===== src/rtl/yqc_pkg.sv =====
// Shared types and constants for the yqc_seg_scan display stage.
package yqc_pkg;

  typedef enum logic [1:0] {
    ST_IDLE    = 2'd0,
    ST_CONVERT = 2'd1,
    ST_COMMIT  = 2'd2
  } state_e;

  // Double-dabble step count equals the binary input width.
  localparam logic [3:0] ITER_N = 4'd8;

  // Active-low segment codes, dp (bit 7) off.
  localparam logic [7:0] SEG_DIGIT [0:9] = '{
    8'hC0, 8'hF9, 8'hA4, 8'hB0, 8'h99,
    8'h92, 8'h82, 8'hF8, 8'h80, 8'h90
  };
  localparam logic [7:0] SEG_BLANK = 8'hFF;
  localparam logic [7:0] SEG_MINUS = 8'hBF;

  // Segment pattern for one BCD nibble; non-decimal codes render blank.
  function automatic logic [7:0] seg_of(input logic [3:0] d);
    logic [7:0] r;
    r = SEG_BLANK;
    for (int i = 0; i < 10; i++) begin
      if (d == 4'(i)) r = SEG_DIGIT[i];
    end
    return r;
  endfunction

endpackage


===== src/rtl/yqc_bin2bcd.sv =====
// Sequential double-dabble: 8-bit binary to 3 BCD digits in 8 cycles.
// done is high during the final shift cycle, so bcd is valid from the next cycle.
module yqc_bin2bcd
  import yqc_pkg::*;
(
  input  logic        clk,
  input  logic        rst,
  input  logic        start,
  input  logic [7:0]  bin,
  output logic [11:0] bcd,
  output logic        done
);

  // [19:8] BCD digits, [7:0] binary bits still to be shifted in.
  logic [19:0] r_shift;
  logic [3:0]  r_iter;
  logic [19:0] w_adj;

  // Add 3 to every BCD nibble that is 5 or more before the shift.
  always_comb begin
    // NOTE: every always_comb output gets a default first so no path can infer a latch.
    w_adj = r_shift;
    for (int n = 0; n < 3; n++) begin
      if (r_shift[8 + 4*n +: 4] >= 4'd5)
        w_adj[8 + 4*n +: 4] = r_shift[8 + 4*n +: 4] + 4'd3;
    end
  end

  // Load on start, otherwise shift until ITER_N steps are done.
  always_ff @(posedge clk) begin
    // NOTE: sequential state uses non-blocking assignments so all registers update together.
    if (rst) begin
      r_shift <= '0;
      r_iter  <= ITER_N;
    end else if (start) begin
      r_shift <= {12'b0, bin};
      r_iter  <= 4'd0;
    end else if (r_iter != ITER_N) begin
      r_shift <= {w_adj[18:0], 1'b0};
      r_iter  <= r_iter + 4'd1;
    end
  end

  assign bcd  = r_shift[19:8];
  assign done = (r_iter == ITER_N - 4'd1);

endmodule


===== src/rtl/yqc_seg_scan.sv =====
// Captures calculator results, converts them to BCD and scans them onto a
// 4-digit common-anode display (sign, hundreds, tens, ones).
module yqc_seg_scan
  import yqc_pkg::*;
#(
  parameter int SCAN_DIV = 100000,
  parameter int DATA_W   = 8
)(
  input  logic              clk,
  input  logic              rst,
  input  logic [DATA_W-1:0] data_in,
  input  logic              data_neg,
  input  logic              data_valid,
  output logic [7:0]        seg,
  output logic [3:0]        dig,
  output logic              busy
);

  localparam int DIV_W = (SCAN_DIV > 1) ? $clog2(SCAN_DIV) : 1;
  localparam logic [DIV_W-1:0] DIV_LAST = DIV_W'(SCAN_DIV - 1);

  state_e       r_state, w_state_nxt;
  logic [7:0]   r_pend_data;
  logic         r_pend_neg, r_pend_full;
  logic         r_conv_neg;
  logic [11:0]  r_disp_bcd;
  logic         r_disp_neg;
  logic [DIV_W-1:0] r_div;
  logic [1:0]   r_idx;
  logic [7:0]   r_seg;
  logic [3:0]   r_dig;

  logic         w_start, w_start_neg, w_commit, w_done;
  logic [7:0]   w_start_data;
  logic [11:0]  w_bcd, w_disp_bcd_nxt;
  logic         w_disp_neg_nxt;
  logic [7:0]   w_seg_nxt;

  yqc_bin2bcd u_bin2bcd (
    .clk   (clk),
    .rst   (rst),
    .start (w_start),
    .bin   (w_start_data),
    .bcd   (w_bcd),
    .done  (w_done)
  );

  // Next-state and conversion-start decode.
  always_comb begin
    w_state_nxt  = r_state;
    w_start      = 1'b0;
    w_start_data = data_in;
    w_start_neg  = data_neg;
    w_commit     = 1'b0;
    case (r_state)
      ST_IDLE: begin
        if (data_valid) begin
          w_start     = 1'b1;
          w_state_nxt = ST_CONVERT;
        end
      end
      ST_CONVERT: begin
        if (w_done) w_state_nxt = ST_COMMIT;
      end
      ST_COMMIT: begin
        w_commit = 1'b1;
        // A strobe arriving now is newer than anything pending, so it wins.
        if (data_valid) begin
          w_start     = 1'b1;
          w_state_nxt = ST_CONVERT;
        end else if (r_pend_full) begin
          w_start      = 1'b1;
          w_start_data = r_pend_data;
          w_start_neg  = r_pend_neg;
          w_state_nxt  = ST_CONVERT;
        end else begin
          w_state_nxt = ST_IDLE;
        end
      end
      default: w_state_nxt = ST_IDLE;
    endcase
  end

  // FSM state and the sign travelling with the conversion.
  always_ff @(posedge clk) begin
    if (rst) begin
      r_state    <= ST_IDLE;
      r_conv_neg <= 1'b0;
    end else begin
      r_state <= w_state_nxt;
      if (w_start) r_conv_neg <= w_start_neg;
    end
  end

  // One-deep pending buffer; last strobe during a conversion wins.
  always_ff @(posedge clk) begin
    if (rst) begin
      r_pend_full <= 1'b0;
      r_pend_data <= '0;
      r_pend_neg  <= 1'b0;
    end else if (r_state == ST_CONVERT && data_valid) begin
      r_pend_full <= 1'b1;
      r_pend_data <= data_in;
      r_pend_neg  <= data_neg;
    end else if (r_state == ST_COMMIT) begin
      r_pend_full <= 1'b0;
    end
  end

  // Display register only ever receives a finished conversion.
  always_ff @(posedge clk) begin
    if (rst) begin
      r_disp_bcd <= '0;
      r_disp_neg <= 1'b0;
    end else if (w_commit) begin
      r_disp_bcd <= w_bcd;
      r_disp_neg <= r_conv_neg;
    end
  end

  assign w_disp_bcd_nxt = w_commit ? w_bcd      : r_disp_bcd;
  assign w_disp_neg_nxt = w_commit ? r_conv_neg : r_disp_neg;

  // Scan divider and digit index.
  always_ff @(posedge clk) begin
    if (rst) begin
      r_div <= '0;
      r_idx <= 2'd0;
    end else if (r_div == DIV_LAST) begin
      r_div <= '0;
      r_idx <= r_idx + 2'd1;
    end else begin
      r_div <= r_div + DIV_W'(1);
    end
  end

  // Segment pattern for the selected digit, with leading-zero blanking.
  always_comb begin
    w_seg_nxt = SEG_BLANK;
    case (r_idx)
      2'd0: w_seg_nxt = seg_of(w_disp_bcd_nxt[3:0]);
      2'd1: if (w_disp_bcd_nxt[11:4] != 8'd0) w_seg_nxt = seg_of(w_disp_bcd_nxt[7:4]);
      2'd2: if (w_disp_bcd_nxt[11:8] != 4'd0) w_seg_nxt = seg_of(w_disp_bcd_nxt[11:8]);
      2'd3: if (w_disp_neg_nxt) w_seg_nxt = SEG_MINUS;
      default: w_seg_nxt = SEG_BLANK;
    endcase
  end

  // seg and dig registered together so they switch on the same edge.
  always_ff @(posedge clk) begin
    if (rst) begin
      r_seg <= SEG_BLANK;
      r_dig <= 4'hF;
    end else begin
      r_seg <= w_seg_nxt;
      r_dig <= ~(4'b0001 << r_idx);
    end
  end

  assign seg  = r_seg;
  assign dig  = r_dig;
  assign busy = (r_state != ST_IDLE);

endmodule


===== config.mk =====
export PLATFORM = sky130hd
export DESIGN_NAME = yqc_seg_scan
export DESIGN_NICKNAME = d
export VERILOG_FILES = /design/src/rtl/yqc_pkg.sv /design/src/rtl/yqc_bin2bcd.sv /design/src/rtl/yqc_seg_scan.sv
export SDC_FILE = /design/constraint.sdc
export NUM_CORES = 1
export LEC_CHECK = 0
export CAP_MARGIN = 40
export CORE_AREA = 2 2 95 97
export CTS_BUF_LIST = sky130_fd_sc_hd__clkbuf_4 sky130_fd_sc_hd__clkbuf_8 sky130_fd_sc_hd__clkbuf_16
export DETAILED_ROUTE_END_ITERATION = 10
export DIE_AREA = 0 0 97 99
export GPL_TIMING_DRIVEN = 1
export MAX_ROUTING_LAYER = met4
export PLACE_DENSITY_LB_ADDON = 0.25
export RECOVER_POWER = 50
export SYNTH_ARGS = -nofsm -noshare
export SYNTH_HDL_FRONTEND = slang
export SYNTH_HIERARCHICAL = 1
export SYNTH_SLANG_ARGS = --single-unit

===== constraint.sdc =====
create_clock -name clk -period 2.39 [get_ports clk]
set_input_delay 0.717 -clock clk [delete_from_list [all_inputs] [get_ports clk]]
set_output_delay 0.717 -clock clk [all_outputs]
set_load 0.1 [all_outputs]

==> qor.txt, run 1 <==
Outcome = complete, no violations
Slowest CP cell = and2b_1
Final Hold Viols = 0
CP arrival = 2.30 ns
Max-slew violation count = 0
Buffers plus inverters on the worst setup path = 1
Pre-Repair DR Iteration Count = 4
RSZ-0062 raised after global routing = no
Tcrit/Tclk final = 86.82%
Vias in the first global route = 3445
Fraction of layout cells with a size suffix above 1 = 14.63%
Post-Route WL = 9.246 mm
IO Port Bufs = 23
CP delay by family, top = simple AND/OR/NAND/NOR gates
Critical register-to-register path startpoint = r_state[0]
DR vias = 3697
Slew HR = 47.34%
All-Layer GR Usage = 20.11%
Top post-synthesis cells by area = dfxtp_1 (35%), nor2_1 (5.6%), mux2i_1 (4.4%)
Synth Area in XOR/XNOR = 4.221%
Fin crit period = 2.075 ns
CP Class = register to register
Main synth FF type = dfxtp_1
Crit path cell chain = and2b_1, buf_12, mux2i_4, o211ai_1, o21ai_0, a32oi_1
Skew-Pair Late Insertion Delay = 0.36 ns
Max clock buf depth = 2
Storage cell area = 0.001602 mm^2
Pwr/cell area = 572.7 mW/mm^2
Leakage = 0.001862 uW
Biggest area consumer among synthesized cells = dfxtp_1
Register area share after synthesis = 35.09%
CP required = 2.62 ns
Mapped Nets = 554
Worst-path clk slew = 0.08 ns
DP HPWL = 6.525 mm
Final nets = 568
EDFF count, synth = 0
Worst reg2reg endpoint = seg[3]
Top cell type's share of synthesized area = 35.09%
Worst-path fanout max = 11
Number of CTS-inserted buffers = 9
Largest net degree at the start of global routing = 30
Post-synthesis compound-gate area fraction = 14.14%
Die Y = 99 um
Commonest cells after routing, fill and taps aside = dfxtp_1 (80), nor2_1 (68), nand2_1 (51)
# Post-CTS Setup Buffers = 0
Post-route ant nets = 0
H-tree depth = 3
Max-cap violation count = 0
Post-DR wirelength/cell = 14.12 um
# rows = 34
Die area = 0.009603 mm^2
Hold WC Path Type = register to register
Worst slack at placement = -0.03956 ns
Hold EP = r_div[0]
Post-synth ARST share = 0%
Clk_skew = 0.006789 ns
Ys Warns = 6
Max Clk Rate = 481.9 MHz
Setup-failing EPs final = 0
Crit-path max cell delay = 0.51 ns
Post-synthesis mux area share = 11.13%
Diodes inserted = 0
Worst-margin pin slew = 0.7899 ns
Synthesis-stage register bit count = 80
Syn avg cell area = 8.645 um^2
Post-Syn Instances = 528
First-pass GRT wire length = 15.73 mm
Sink Count = 80
DRT iter0 DRCs = 275
Gpl congestion = 0.9185
FILL cells = 774
Cts repair resizes = 0
Clk root buf = clkbuf_8
Min-Delay Path Depth = 1
Grt total ovfl = 0
Post-Synth Adder-Cell Area = 3.838%
Mapped Area = 0.004564 mm^2
Hold_buf cts = 0
Worst Setup End Kind = register
Cell variety after synth = 66
Most common cell after layout, fill and taps aside = dfxtp_1
Die width = 97 um
CTS tree = done
Hold Startpoint = r_div[0]
Initial Util = 53.38%
Simple-gate share of the synthesized area = 23.79%
Final Worst Setup Slack = 0.3150 ns
Footprint of the multi-input gates = 0.002609 mm^2
Final Util = 58.68%
Largest family of logic cells by synthesized area = simple AND/OR/NAND/NOR gates
Worst vdd rail ir drop = 288.0 uV
Initial antenna violation count = 0
I/O pin count = 25
Vias per cell = 5.644
Layout area overhead = 9.923%
Core ar. = 0.008551 mm^2
Worst R2R Path Depth = 6
Reg2reg setup slack = 0.32 ns
DR DRC count = 0
Startpoint Class = register
[cell type report]
| class | count | area share (%) |
|---|---|---|
| multi-input combinational | 392 | 51.99 |
| sequential | 80 | 31.92 |
| timing repair buffer | 43 | 7.606 |
| clock buffer | 12 | 3.042 |
| tap | 108 | 2.693 |
| clock inverter | 4 | 1.546 |
| inverter | 16 | 1.197 |
[synthesized netlist by cell type (all sizes together) (4+ instances only)]
master and instances:
dfxtp 80, nor2 68, nand2 52, a21oi 38
buf 28, mux2i 26, nand3 24, inv 16
mux2 15, ha 14, o21ai 14, clkbuf 12
nand2b 12, xnor2 12, nand4 11, xor2 10
a21o 9, nor3 8, nor3b 7, o311ai 7
or4 6, nand3b 5, or3 5, a32oi 4
o211ai 4, o31ai 4, or2 4
[worst max-delay path by stage]
| stage | startpoint | endpoint | slack [ns] | cells past startpoint |
|---|---|---|---|---|
| after floorplan | data_valid | u_bin2bcd/r_shift[9] | 0.37 | 7 |
| after global placement | data_valid | u_bin2bcd/r_shift[9] | -0.02 | 7 |
| after detailed placement | data_valid | u_bin2bcd/r_shift[13] | -0.04 | 7 |
| after CTS | r_state[1] | busy | 0.33 | 3 |
| after global routing | r_state[0] | seg[3] | 0.20 | 6 |
| final | r_state[0] | seg[3] | 0.32 | 6 |
[power by group]
| part | internal (uW) | leakage, uW | switching (uW) | total, uW |
|---|---|---|---|---|
| combinational | 114 | 0.00109 | 214 | 328 |
| sequential | 1370 | 0.000651 | 34.7 | 1410 |
| clock | 644 | 0.000118 | 494 | 1140 |
[registers in the layout, summed over array words and instances, names as in the netlist]
register,flops
r_conv_neg,1
r_pend_data,8
r_div,17
r_state,2
seg,7
r_idx,2
r_pend_full,1
dig,4
r_disp_neg,1
u_bin2bcd/r_iter,4
u_bin2bcd/r_shift,20
r_pend_neg,1
r_disp_bcd,12
[per-layer routing]
layer / routed length [um] / vias up / part of all wire, % / global-route usage (%)
met5: 0 / - / 0 / -
met4: 142 / 0 / 1.5 / 7.584
met3: 472 / 12 / 5.1 / 3.121
met2: 4278 / 101 / 46 / 32.64
met1: 4352 / 1707 / 47 / 25.42
li1: - / 1877 / - / -
[logic make-up after synthesis]
kind of cell / Yosys count
simple gates: 215
other cells: 1
compound gates: 99
xor+xnor: 22
fa+ha+maj: 14
mux: 41
buf+inv: 56
flops: 80
[metrics by stage]
| stage | TNS, ns | area (um^2) | instances | power (uW) | hold slack [ns] |
|---|---|---|---|---|---|
| 2_1_floorplan | 0 | 4564 | 528 | 1686 | 0.4296 |
| 3_3_place_gp | -0.05214 | 4821 | 639 | 1762 | 0.4423 |
| 3_5_place_dp | -0.1012 | 4821 | 639 | 1771 | 0.4506 |
| 5_1_grt | 0 | 5017 | 655 | 3001 | 0.4870 |
| 6_report | 0 | 5017 | 655 | 2873 | 0.4677 |
| 4_1_cts | 0 | 5051 | 655 | 2906 | 0.4724 |
Power figures use the tool's default switching activity.
==> run 2: changes to the inputs <==
Clock period 2.39 ns to 2.6 ns, I/O delays scaled along.
==> run 2 against run 1 <==
Clock skew down 0.0029 ns. Routed wire length is 1.1% lower. Combinational power down 11%. Design area fell by 2.3%. Via count rose by 1.1%. Sequential power down 9%. Setup slack lost 0.11 ns. Register-to-register slack better by 0.03 ns. Utilization decreased by 1.4 points. Die area unchanged. Critical endpoint is now u_bin2bcd/r_shift[9]. Largest cell class unchanged.
==> qor.txt, run 2 (synthesis results as in run 1) <==
Initial antenna violation count = 0 (unchanged)
Vias per cell = 5.761 (was 5.644)
Final nets = 564 (was 568)
NetSw = 657.2 uW (was 742.5 uW)
Layout area overhead = 7.374% (was 9.923%)
CTS tree = done (unchanged)
Post-Route WL = 9.142 mm (was 9.246 mm)
DR DRC count = 0 (unchanged)
Clock share of power = 38.7% (was 39.6%)
Worst-margin pin slew = 1.159 ns (was 0.7899 ns)
CP required = 2.85 ns (was 2.62 ns)
Crit path cell chain = dlygate4sd3_1, a21oi_1, nor2_1, or2_0, clkbuf_1, or4_1, o311ai_1 (was and2b_1, buf_12, mux2i_4, o211ai_1, o21ai_0, a32oi_1)
First-pass GRT wire length = 15.89 mm (was 15.73 mm)
IO Port Bufs = 23 (unchanged)
Worst hold margin = 0.4652 ns (was 0.4677 ns)
Die width = 97 um (unchanged)
Skew-Pair Late Insertion Delay = 0.35 ns (was 0.36 ns)
Post-DR wirelength/cell = 14.09 um (was 14.12 um)
All-Layer GR Usage = 20.28% (was 20.11%)
Worst Setup End Kind = register (unchanged)
Final Worst Setup Slack = 0.2010 ns (was 0.3150 ns)
Sink Count = 80 (unchanged)
Grt total ovfl = 0 (unchanged)
Die area = 0.009603 mm^2 (unchanged)
Post-route ant nets = 0 (unchanged)
CP arrival = 2.65 ns (was 2.30 ns)
Post-Route Setup TNS = 0 ns (unchanged)
Pwr/cell area = 527.1 mW/mm^2 (was 572.7 mW/mm^2)
Clk_skew = 0.003905 ns (was 0.006789 ns)
# rows = 34 (unchanged)
Pre-Repair DR Iteration Count = 4 (unchanged)
Combinational share of power = 11.3% (was 11.4%)
DR vias = 3739 (was 3697)
Hold WC Path Type = register to register (unchanged)
Core ar. = 0.008551 mm^2 (unchanged)
Worst-path fanout max = 12 (was 11)
Max-cap violation count = 0 (unchanged)
Max clock buf depth = 2 (unchanged)
Worst slack at placement = 0.1158 ns (was -0.03956 ns)
Diodes inserted = 0 (unchanged)
Final Hold Viols = 0 (unchanged)
Internal power = 1926 uW (was 2131 uW)
Worst-path clk slew = 0.08 ns (about the same)
Leakage = 0.001790 uW (was 0.001862 uW)
Most common cell after layout, fill and taps aside = dfxtp_1 (unchanged)
Final instance area = 0.004901 mm^2 (was 0.005017 mm^2)
Final Util = 57.32% (was 58.68%)
Number of CTS-inserted buffers = 9 (unchanged)
Setup-failing EPs final = 0 (unchanged)
Fin crit period = 2.399 ns
Max Clk Rate = 416.8 MHz
Hold_buf cts = 0 (unchanged)
Slew HR = 23.04% (was 47.34%)
I/O pin count = 25 (unchanged)
Die Y = 99 um (unchanged)
Startpoint Class = input port (was register)
# Post-CTS Setup Buffers = 0 (unchanged)
Commonest cells after routing, fill and taps aside = dfxtp_1 (80), nor2_1 (68), nand2_1 (51) (unchanged)
Post-Place Cell Area = 0.004753 mm^2 (was 0.004821 mm^2)
Slowest CP cell = dlygate4sd3_1 (was and2b_1)
Worst vdd rail ir drop = 288.1 uV (was 288.0 uV)
Initial Util = 53.38% (unchanged)
H-tree depth = 3 (unchanged)
Net Sw Frac = 25.44% (was 25.84%)
Sequential share of power = 50.1% (was 49.0%)
Tcrit/Tclk final = 92.27%
Clk root buf = clkbuf_8 (unchanged)
Crit-path max cell delay = 0.56 ns (was 0.51 ns)
Fraction of layout cells with a size suffix above 1 = 12.94% (was 14.63%)
Reg with most FFs = u_bin2bcd/r_shift (unchanged)
Biggest regs = u_bin2bcd/r_shift: 20 flops, r_div: 17 flops, r_disp_bcd: 12 flops (unchanged)
Max reg flops = 20 (unchanged)
RSZ-0062 raised after global routing = no (unchanged)
CP Class = input port to register (was register to register)
Cts repair resizes = 0 (unchanged)
Vias in the first global route = 3431 (was 3445)
DRT iter0 DRCs = 235 (was 275)
Outcome = complete, no violations (unchanged)
Max-slew violation count = 0 (unchanged)
Gpl congestion = 0.9200 (was 0.9185)
Largest net degree at the start of global routing = 33 (was 30)
DP HPWL = 6.516 mm (was 6.525 mm)
==> run 2: changes by cell type in the layout (fill, tap and decap cells not counted), sizes merged <==
| cell | before | now |
|---|---|---|
| clkinv | 2 | 0 |
| clkbuf | 24 | 29 |
| buf | 20 | 10 |
| clkinvlp | 0 | 1 |
==> run 2: power by group through the flow <==
stage | combinational, uW | clock, uW | sequential [uW]
floorplan | 196 | 0 | 1350
global placement | 298 | 0 | 1320
detailed placement | 303 | 0 | 1320
CTS | 305 | 1030 | 1290
global route | 321 | 1080 | 1300
finish | 291 | 999 | 1290
==> run 2: layer usage <==
metal	wire (um)	up-vias	global-route usage [%]
met5	0	-	-
met4	150	0	7.367
met3	406	13	4.043
met2	4247	88	31.84
met1	4337	1778	26.08
li1	-	1860	-
==> run 2: worst paths after layout <==
| path | start | to | slack (ns) | depth (start not counted) |
|---|---|---|---|---|
| max | data_valid | u_bin2bcd/r_shift[9] | 0.20 | 7 |
| min | r_div[0] | r_div[0] | 0.47 | 1 |
| max reg2reg | r_state[1] | seg[1] | 0.35 | 5 |
| min reg2reg | r_div[0] | r_div[0] | 0.47 | 1 |
==> run 2: final cells by class <==
cell class / count / area (um^2)
Clock buffer: 11 / 145.1
Clock inverter: 3 / 67.56
Fill cell: 774 / 3650
Inverter: 16 / 60.06
Multi-Input combinational cell: 392 / 2611
Sequential cell: 80 / 1602
Tap cell: 108 / 135.1
Timing Repair Buffer: 39 / 280.3
==> run 2: metrics by stage <==
stage / power (uW) / instances
detailed placement: 1625 / 635
finish: 2583 / 649
floorplan: 1550 / 528
global route: 2703 / 649
global placement: 1618 / 635
CTS: 2627 / 649
==> run 2: critical path, delay by kind of cell <==
family,cells,cell delay [ns]
compound gates,2,0.22
simple gates,3,0.83
buf+inv,2,0.81
==> run 3: changes to the inputs <==
Settings changed: MAX_ROUTING_LAYER met4 to unset.
Clock period 2.6 ns to 2.2 ns, I/O delays scaled along.
==> run 3 against run 2 <==
Die area did not move. Setup slack lost 0.047 ns. Routed wire length is 3.0% higher. Design area rose by 3.1%. Via count is 0.27% higher. Count of clock-buffer cells in the layout did not move. Critical endpoint unchanged. Cell count increased by 1.7%. Global-route usage fell by 0.23 points. Combinational power grew 23%. Utilization rose by 1.8 points. Largest cell class unchanged. Critical path type unchanged. First-iteration DRC count is 6.4% lower.
==> qor.txt, run 3 (synthesis results as in run 1) <==
CP required = 2.44 ns (was 2.85 ns)
Worst vdd rail ir drop = 415.1 uV (was 288.1 uV)
DRT iter0 DRCs = 220 (was 235)
Largest net degree at the start of global routing = 26 (was 33)
Hold Startpoint = r_div[0] (unchanged)
FILL cells = 778 (was 774)
Layout area overhead = 10.72% (was 7.374%)
Startpoint Class = input port (unchanged)
IO Port Bufs = 23 (unchanged)
Storage cell area = 0.001602 mm^2 (unchanged)
Skew-Pair Late Insertion Delay = 0.36 ns (was 0.35 ns)
Max-slew violation count = 0 (unchanged)
Most common cell after layout, fill and taps aside = dfxtp_1 (unchanged)
Die area = 0.009603 mm^2 (unchanged)
DR vias = 3749 (was 3739)
Hold_buf cts = 0 (unchanged)
CP arrival = 2.29 ns (was 2.65 ns)
H-tree depth = 3 (unchanged)
Worst-path clk slew = 0.08 ns (about the same)
# Post-CTS Setup Buffers = 0 (unchanged)
# rows = 34 (unchanged)
CP delay by family, top = simple AND/OR/NAND/NOR gates (unchanged)
Hold WC Path Type = register to register (unchanged)
All-Layer GR Usage = 20.05% (was 20.28%)
First-pass GRT wire length = 16.16 mm (was 15.89 mm)
Worst reg2reg endpoint = seg[1] (unchanged)
NetSw = 818.4 uW (was 657.2 uW)
Grt total ovfl = 0 (unchanged)
Pwr/cell area = 636.8 mW/mm^2 (was 527.1 mW/mm^2)
Max-cap violation count = 0 (unchanged)
Max clock buf depth = 2 (unchanged)
Crit path from = data_valid (unchanged)
Footprint of the multi-input gates = 0.002611 mm^2 (unchanged)
Final Power = 3218 uW (was 2583 uW)
Diodes inserted = 0 (unchanged)
Number of CTS-inserted buffers = 9 (unchanged)
Post-Route Setup TNS = 0 ns (unchanged)
Outcome = complete, no violations (unchanged)
Initial Util = 53.38% (unchanged)
Max reg flops = 20 (unchanged)
Combinational share of power = 11.1% (was 11.3%)
Vias per cell = 5.680 (was 5.761)
Fin crit period = 2.046 ns
Crit path cell chain = clkdlybuf4s50_1, a21oi_1, nor2_1, or2_0, buf_4, or4_1, o311ai_1 (was dlygate4sd3_1, a21oi_1, nor2_1, or2_0, clkbuf_1, or4_1, o311ai_1)
Worst R2R Path Depth = 7 (was 5)
DR DRC count = 0 (unchanged)
Worst Setup End Kind = register (unchanged)
Setup-failing EPs final = 0 (unchanged)
RSZ-0062 raised after global routing = no (unchanged)
Clk root buf = clkbuf_8 (unchanged)
Tcrit/Tclk final = 93.01%
Slew HR = 48.05% (was 23.04%)
Net Sw Frac = 25.43% (was 25.44%)
Biggest regs = u_bin2bcd/r_shift: 20 flops, r_div: 17 flops, r_disp_bcd: 12 flops (unchanged)
Max Clk Rate = 488.7 MHz
Final Util = 59.10% (was 57.32%)
Worst-path fanout max = 11 (was 12)
Leakage = 0.001883 uW (was 0.001790 uW)
Reg2reg setup slack = 0.26 ns (was 0.35 ns)
Crit-path max cell delay = 0.50 ns (was 0.56 ns)
Post-Route WL = 9.419 mm (was 9.142 mm)
Worst-margin pin slew = 0.7793 ns (was 1.159 ns)
CP Class = input port to register (unchanged)
Clock share of power = 41.4% (was 38.7%)
Post-route ant nets = 0 (unchanged)
Pre-Repair DR Iteration Count = 5 (was 4)
Die Y = 99 um (unchanged)
Die width = 97 um (unchanged)
Clk_skew = 0.01145 ns (was 0.003905 ns)
Commonest cells after routing, fill and taps aside = dfxtp_1 (80), nor2_1 (68), nand2_1 (51) (unchanged)
Hold EP = r_div[0] (unchanged)
Slowest CP cell = or4_1 (was dlygate4sd3_1)
Reg with most FFs = u_bin2bcd/r_shift (unchanged)
Internal power = 2400 uW (was 1926 uW)
Core ar. = 0.008551 mm^2 (unchanged)
Sequential share of power = 47.5% (was 50.1%)
Min-Delay Path Depth = 1 (unchanged)
CTS tree = done (unchanged)
I/O pin count = 25 (unchanged)
Fraction of layout cells with a size suffix above 1 = 15.40% (was 12.94%)
Gpl congestion = 0.8853 (was 0.9200)
Final nets = 573 (was 564)
Cts repair resizes = 0 (unchanged)
Vias in the first global route = 3558 (was 3431)
Critical register-to-register path startpoint = r_state[0] (was r_state[1])
Initial antenna violation count = 0 (unchanged)
Final Hold Viols = 0 (unchanged)
Fin cells = 660 (was 649)
Cell Count Post-Placement = 644 (was 635)
Sink Count = 80 (unchanged)
DP HPWL = 6.795 mm (was 6.516 mm)
Buffers plus inverters on the worst setup path = 2 (unchanged)
Post-DR wirelength/cell = 14.27 um (was 14.09 um)
run 3: worst max-delay path by stage:
stage,endpoint,cells after the start
after global routing,u_bin2bcd/r_shift[9],7
after global placement,u_bin2bcd/r_shift[9],7
after floorplan,u_bin2bcd/r_shift[9],7
final,u_bin2bcd/r_shift[9],7
after CTS,u_bin2bcd/r_shift[9],7
after detailed placement,u_bin2bcd/r_shift[9],7
run 3: power by group through the flow:
stage,Clock (uW),Sequential (uW),Combinational (uW)
2_1_floorplan,0,1600,232
3_3_place_gp,0,1560,360
3_5_place_dp,0,1560,365
4_1_cts,1350,1530,367
5_1_grt,1400,1530,399
6_report,1330,1530,358
run 3: per-stage QoR:
| step | area [um^2] | hold WS [ns] | worst slack (ns) |
|---|---|---|---|
| 3_3_place_gp | 4846 | 0.4431 | -0.1471 |
| 4_1_cts | 5089 | 0.4795 | 0.1617 |
| 3_5_place_dp | 4846 | 0.4595 | -0.2070 |
| 2_1_floorplan | 4564 | 0.4296 | 0.2407 |
| 5_1_grt | 5054 | 0.5053 | 0.07699 |
| 6_report | 5054 | 0.4714 | 0.1538 |
run 3: layer usage:
layer / GRT usage, % / up-vias / wire length, um
met4: 7.259 / 0 / 116
li1: - / 1880 / -
met5: 0 / - / 0
met2: 34.19 / 98 / 4576
met3: 3.262 / 10 / 440
met1: 25.75 / 1761 / 4285
run 3: final cells by class:
cell class / count / area share (%)
Multi-Input combinational cell: 392 / 51.67
Sequential cell: 80 / 31.69
Timing Repair Buffer: 48 / 7.972
Clock buffer: 11 / 2.748
Tap cell: 108 / 2.674
Clock inverter: 5 / 2.055
Inverter: 16 / 1.188
run 3: worst register-to-register path, cell delays in order, from the launching register on:
cell      delay [ns]
dfxtp_1         0.33
buf_4           0.17
nand2b_1        0.19
buf_12          0.19
mux2i_1         0.32
a21oi_1         0.16
a21oi_1         0.29
a32oi_1         0.16
